==> src/rtl/pmem_responder.sv <==
// Fixed-latency physical-memory model answering cache line reads/writes over a held-request handshake.
// Optional protocol-violation flag enabled by defining PMEM_ERROR_CHECK_EN.
module pmem_responder #(
  parameter int unsigned LATENCY = 4,
  parameter int unsigned LINES   = 32
) (
  input  logic         clk,
  input  logic         reset,
  input  logic         pmem_read,
  input  logic         pmem_write,
  input  logic [15:0]  pmem_address,
  input  logic [127:0] pmem_wdata,
  output logic         pmem_resp,
  output logic [127:0] pmem_rdata,
  output logic         pmem_error
);

  localparam int unsigned IDX_W  = (LINES > 1) ? $clog2(LINES) : 1;
  localparam int unsigned CNT_W  = 4;
  localparam int unsigned LINE_W = 128;
  localparam logic [CNT_W-1:0] CNT_LOAD = CNT_W'(LATENCY - 1);

  typedef enum logic [1:0] {
    IDLE = 2'd0,
    BUSY = 2'd1,
    RESP = 2'd2
  } state_e;

  state_e              state_q, state_d;
  logic [CNT_W-1:0]    cnt_q, cnt_d;
  logic [IDX_W-1:0]    idx_q, idx_d;
  logic [LINE_W-1:0]   wdata_q, wdata_d;
  logic                is_write_q, is_write_d;
  logic                resp_q, resp_d;
  logic [LINE_W-1:0]   rdata_q, rdata_d;

  logic [LINE_W-1:0]   mem [LINES];
  logic [IDX_W-1:0]    addr_idx_c;
  logic                req_held_c;
  logic                unused_addr_c;

  assign addr_idx_c    = pmem_address[4 +: IDX_W];
  assign unused_addr_c = ^{pmem_address[3:0], pmem_address[15:4+IDX_W]};

`ifdef PMEM_ERROR_CHECK_EN
  logic err_q, err_d;
`endif

  // Next-state: capture in IDLE, count down in BUSY (abort if request dropped), pulse in RESP.
  always_comb begin
    state_d    = state_q;
    cnt_d      = cnt_q;
    idx_d      = idx_q;
    wdata_d    = wdata_q;
    is_write_d = is_write_q;
    resp_d     = 1'b0;
    rdata_d    = rdata_q;
    req_held_c = is_write_q ? pmem_write : pmem_read;
`ifdef PMEM_ERROR_CHECK_EN
    err_d      = err_q;
`endif
    case (state_q)
      IDLE: begin
        if (pmem_read || pmem_write) begin
          idx_d      = addr_idx_c;
          wdata_d    = pmem_wdata;
          is_write_d = pmem_write;
`ifdef PMEM_ERROR_CHECK_EN
          if (pmem_read && pmem_write) err_d = 1'b1;
`endif
          if (LATENCY <= 1) begin
            state_d = RESP;
            resp_d  = 1'b1;
            if (!pmem_write) rdata_d = mem[addr_idx_c];
          end else begin
            state_d = BUSY;
            cnt_d   = CNT_LOAD;
          end
        end
      end
      BUSY: begin
        if (!req_held_c) begin
          state_d = IDLE;
          cnt_d   = '0;
`ifdef PMEM_ERROR_CHECK_EN
          err_d   = 1'b1;
`endif
        end else if (cnt_q <= CNT_W'(1)) begin
          state_d = RESP;
          cnt_d   = '0;
          resp_d  = 1'b1;
          if (!is_write_q) rdata_d = mem[idx_q];
        end else begin
          cnt_d = cnt_q - CNT_W'(1);
        end
      end
      RESP: begin
        state_d = IDLE;
      end
      default: begin
        state_d = IDLE;
        cnt_d   = '0;
      end
    endcase
  end

  always_ff @(posedge clk or posedge reset) begin
    if (reset) begin
      state_q    <= IDLE;
      cnt_q      <= '0;
      idx_q      <= '0;
      wdata_q    <= '0;
      is_write_q <= 1'b0;
      resp_q     <= 1'b0;
      rdata_q    <= '0;
    end else begin
      state_q    <= state_d;
      cnt_q      <= cnt_d;
      idx_q      <= idx_d;
      wdata_q    <= wdata_d;
      is_write_q <= is_write_d;
      resp_q     <= resp_d;
      rdata_q    <= rdata_d;
    end
  end

  // Line storage is deliberately not reset; a write lands on the edge leaving RESP.
  always_ff @(posedge clk) begin
    if (state_q == RESP && is_write_q) begin
      mem[idx_q] <= wdata_q;
    end
  end

`ifdef PMEM_ERROR_CHECK_EN
  always_ff @(posedge clk or posedge reset) begin
    if (reset) err_q <= 1'b0;
    else       err_q <= err_d;
  end
  assign pmem_error = err_q;
`else
  assign pmem_error = 1'b0;
`endif

  assign pmem_resp  = resp_q;
  assign pmem_rdata = rdata_q;

endmodule

==> config.mk <==
export PLATFORM = sky130hd
export DESIGN_NAME = pmem_responder
export DESIGN_NICKNAME = d
export VERILOG_FILES = /design/src/rtl/pmem_responder.sv
export SDC_FILE = /design/constraint.sdc
export NUM_CORES = 2
export LEC_CHECK = 0
export CAP_MARGIN = 20
export CORE_ASPECT_RATIO = 0.7
export CORE_MARGIN = 8
export CORE_UTILIZATION = 30
export DETAILED_ROUTE_END_ITERATION = 7
export DONT_BUFFER_PORTS = 1
export PLACE_DENSITY_LB_ADDON = 0.12
export SETUP_SLACK_MARGIN = 0.15
export SLEW_MARGIN = 5
export SYNTH_ARGS = -nofsm -noshare
export SYNTH_HDL_FRONTEND = slang
export SYNTH_SLANG_ARGS = --single-unit
export TNS_END_PERCENT = 10
==> constraint.sdc <==
create_clock -name clk -period 23.4 [get_ports clk]
set_input_delay 7.02 -clock clk [delete_from_list [all_inputs] [get_ports clk]]
set_output_delay 7.02 -clock clk [all_outputs]
set_load 0.1 [all_outputs]
# Word level (Yosys, flattened, before mapping)
# Memory sizes are Yosys's and may differ from the RTL's. A register that Yosys moved wholly into a read port is not among the register bits.
# Cells that the tools add are included.
[totals] reg_bits=141 mem_bits_rw=4096 input_bits=148 output_inout_bits=130 wordCells=36 memories=1
[classes] add_sub_neg=1 order_cmp=1 n_eq_ne=4 muxes=14 bitwise=2 reduce_logical=7
[memory_table] name="mem" words=32 width=128 rd=1 rd_ports_with_merged_regs=1 write_ports=1 line="37" source="logic [LINE_W-1:0] mem [LINES];"
[ops] operator="$mux 4" count=3
[ops] operator="$pmux 4 s3" count=1
[ops] operator="$mux 1" count=6
[ops] operator="$mux 2" count=3
[ops] operator="$reduce_and 2->1" count=3
[ops] operator="$le 4x1->1 const B" count=1
[ops] operator="$pmux 2 s2" count=1
[ops] operator="$reduce_and 4->1" count=1
[ops] operator="$sub 4x1->4 const B" count=1
[ops] operator="$ne 3x3->1 const B" count=1
[ops] operator="$eq 2x1->1 const B" count=1
[ops] operator="$eq 2x2->1 const B" count=1
[ops] operator="$logic_not 2->1" count=1
[ops] operator="$ne 2x2->1 const B" count=1
[ops] operator="$not 1->1" count=2
[ops] operator="$logic_and 1x1->1" count=1
[ops] operator="$logic_or 1x1->1" count=1

# Logic depth before layout (Yosys ltp)
[depth] word_depth=4 ltp_mapped=9 ltp_nobuf=6

# Worst setup path after synthesis
# OpenSTA, ideal clock, no wires.
[synth_path] path_type="input-to-reg" startpoint="input pmem_read" endpoint="register rdata_q[0] (netlist: pmem_rdata[0]) (read register of mem)" setup_ps=88 t_arrival_ps=8248 required_ps=23312 path_slack_ps=15064 path_stages=7 path_buffers=3 path_cell_list="and4bb_2 o211a_1 buf_4 buf_2 clkbuf_1 nor2_1 a41oi_1"
[synth_via] elab_chain_cells=2
[synth_rtl] element="from (decl)" line="9" source="input logic pmem_read,"
[synth_rtl] element="$mux 1" line="58" source="req_held_c = is_write_q ? pmem_write : pmem_read;"
[synth_rtl] element="$reduce_and 4->1 (no source line)"
[synth_rtl] element="to (decl)" line="35" source="logic [LINE_W-1:0] rdata_q, rdata_d;"
# Every way passes these cells.
# A chain may end at the register's enable or synchronous reset.

# Worst setup path after layout
[layout_path] startpoint="register rdata_q[68] (netlist: pmem_rdata[68]) (read register of mem)" endpoint="output pmem_rdata[68]"
[layout_rtl] element="to (decl)" line="14" source="output logic [127:0] pmem_rdata,"
# No word-level cell between the ends.

==> flow_summary.yaml <==
timing:
  period_minus_slack_ns: 9.16
  fin_worst_skew_ns: 0.0580
  drv_slew: 0
  tns_ns: 0
  relSlewSlack_pct: 22.2
  fmax_mhz: 109
  setup_viol: 0
  finalHoldViolations: 0
  finalCritPeriodShare_pct: 39.1
  rsz0062_at_grt: "no"
  worst_pin_slew_ns: 1.17
worst_setup_path:
  startpoint_type: "register"
  crit_fanout: 2
  timing.rr.end: "pmem_rdata[63]"
  critPathKind: "register to output pin"
  reg2reg_depth: 10
  crit_path_end_kind: "output pin"
  r2r_setup_slack_ns: 17.49
  crit_end: "pmem_rdata[68]"
  worstPathArrival_ns: 2.14
  cp.depth: 0
  r2r_start: "idx_q[1]"
  critical_path_required_ns: 16.38
  crit_start: "pmem_rdata[68]"
power_and_ir_drop:
  switching_share_pct: 33.2
  powerDensity_nw_per_um2: 126
  p_sw_mw: 7.89
  pwr-share-seq_pct: 48.5
  p_total_mw: 23.8
  peakVddDrop_uv: 93.7
  p_comb_share_pct: 21.3
  clkPwrFrac_pct: 30.1
  power.internal_mw: 15.9
  leakage_nw: 59.8
clock_network:
  clock_sinks: 4365
  path_clk_slew_ns: 0.06
  cts_resized: 0
  post_cts_buffers: 0
  cts_root_buffer: "clkbuf_16"
  clock_latency_ns: 1.04
  postCtsHoldBufs: 0
  cts_tree: "yes"
  h-tree-depth: 5
  clk_path_buf_depth: 4
  numCtsBuffers: 440
route:
  drc_errors: 0
  drt_iter0_drc: 7728
  ant_nets: 0
  wl_per_cell_um: 32.9
  wirelength_um: 519000
  first_pass_iters: 5
  via_count: 80400
  via_per_inst: 5.10
synthesis:
  syn_avg_cell_area_um2: 20.8
  synth_seq_area_share_pct: 79.2
  synth_nets: 8028
  netlist.area_leader.share_pct: 75.1
  synth_area_um2: 164000
  synth_warnings: 0
  async_flop_share_pct: 6.16
  synthCells: 7878
  synth_cell_types: 61
  synth-seq-cells: 4365
  yosys-top-cells-area: "edfxtp_1 75%, mux4_2 9.2%, mux2i_1 4.4%"
  ys.flop_type: "edfxtp_1"
  post-synth-top-area-cell: "edfxtp_1"
  synth_edf_count: 4096
placement:
  routabilityCongestion: 0.699
  place_hpwl_um: 264000
  port_buffers: 0
  dpl_cell_area_um2: 173000
finish:
  fillers: 50700
  final_cell_area_um2: 188000
  nNetsFinal: 8322
  syn2layout_area_growth_pct: 15.0
  multi_input_area_um2: 32100
  ff_latch_area_um2: 130000
  drive_above_1_share_pct: 19.6
floorplanning:
  fp-row-count: 227
  die_w_um: 899
  start_util_pct: 30.1
  dieArea_um2: 570000
  core_area_um2: 545000
  io_pins: 278
  die_h_um: 634
flow_run:
  drv_cap: 0
grt:
  grt_max_degree: 116
  overflow: 0
  antenna_found_initial: 21
  grt_pass1_wl_um: 706000
  grt_usage_pct: 17.7
  first_global_vias: 82700
min_path:
  holdCritPathClass: "register to register"
status:
  status: "finished, final reports clean"
power by group through the flow:
stage	sequential, mW	clock [mW]	combinational, mW
2_1_floorplan	11.5	0	3.16
3_3_place_gp	11.8	0	4.93
3_5_place_dp	11.9	0	4.94
4_1_cts	11.7	7.34	4.95
5_1_grt	11.7	7.62	5.44
6_report	11.5	7.16	5.07
worst min path at each step:
stage	from	to	slack, ns	cells past startpoint
after floorplan	cnt_q[3]	cnt_q[3]	0.49	2
after global placement	cnt_q[2]	cnt_q[2]	0.52	1
after detailed placement	cnt_q[2]	cnt_q[2]	0.53	1
after CTS	cnt_q[2]	cnt_q[2]	0.54	1
after global routing	wdata_q[46]	wdata_q[46]	0.57	2
final	cnt_q[2]	cnt_q[2]	0.54	1
routing by layer:
metal | up-vias | track usage, % | wire [um]
li1 | 33200 | - | -
met1 | 44600 | 25.0 | 238000
met2 | 1987 | 29.1 | 246000
met3 | 557 | 2.96 | 26800
met4 | 2 | 2.89 | 8070
met5 | - | 0 | 13
sequential cells by signal, indices dropped and copies added (netlist names):
register	count
mem	4096
pmem_resp	1
state_q	2
wdata_q	128
idx_q	5
pmem_rdata	128
is_write_q	1
cnt_q	4
cell usage after synthesis (57+ instances only):
cell type / n
edfxtp_1: 4096
mux2i_1: 718
mux4_2: 666
nand2_1: 477
dfrtp_1: 269
o22ai_1: 220
nor2_1: 207
buf_2: 194
a22oi_1: 158
clkbuf_1: 134
nor4_1: 89
a31oi_1: 85
buf_4: 81
a221oi_1: 73
o21ai_0: 62
a22o_1: 61
a21oi_1: 58
o221ai_1: 57
cell type report:
cell class | instances | share of cell area [%]
sequential | 4365 | 68.9
clock inverter | 221 | 1.25
tap | 7213 | 4.79
antenna | 4 | 0.00531
multi-input combinational | 3065 | 17.0
inverter | 6 | 0.0159
timing repair buffer | 294 | 1.53
clock buffer | 607 | 6.50
cells by family (layout without fill, tap and decap cells):
family / count (synthesis) / count (layout) / synth area share, %
AND/OR/NAND/NOR: 822 / 822 / 2.13
adder cells (fa/ha/maj): 2 / 2 / 0.0153
multiplexers: 1386 / 1386 / 13.6
buffers and inverters: 448 / 1128 / 1.45
other: 1 / 5 / 0.00229
flip-flops: 4365 / 4365 / 79.2
AO/OA/AOI/OAI: 854 / 854 / 3.66
cells in the final DEF, fill, tap and decap left out, types with 158 or more instances in the layout:
cell type | synthesis | final
clkbuf_16 | 0 | 444
buf_4 | 81 | 244
dfrtp_1 | 269 | 264
nand2_1 | 477 | 473
edfxtp_1 | 4096 | 4096
mux4_2 | 666 | 666
a22oi_1 | 158 | 158
mux2i_1 | 718 | 718
o22ai_1 | 220 | 220
nor2_1 | 207 | 173
through the flow:
stage	worst slack [ns]	cells	hold WS, ns	util (%)
after CTS	14.09	15700	0.542	34.5
final	14.24	15800	0.539	34.6
after detailed placement	13.31	14900	0.531	31.8
after global routing	14.15	15800	0.568	34.6
after global placement	13.14	14900	0.516	31.8
after floorplan	8.97	7878	0.491	-
No activity file was read; power rests on OpenSTA's default activity.
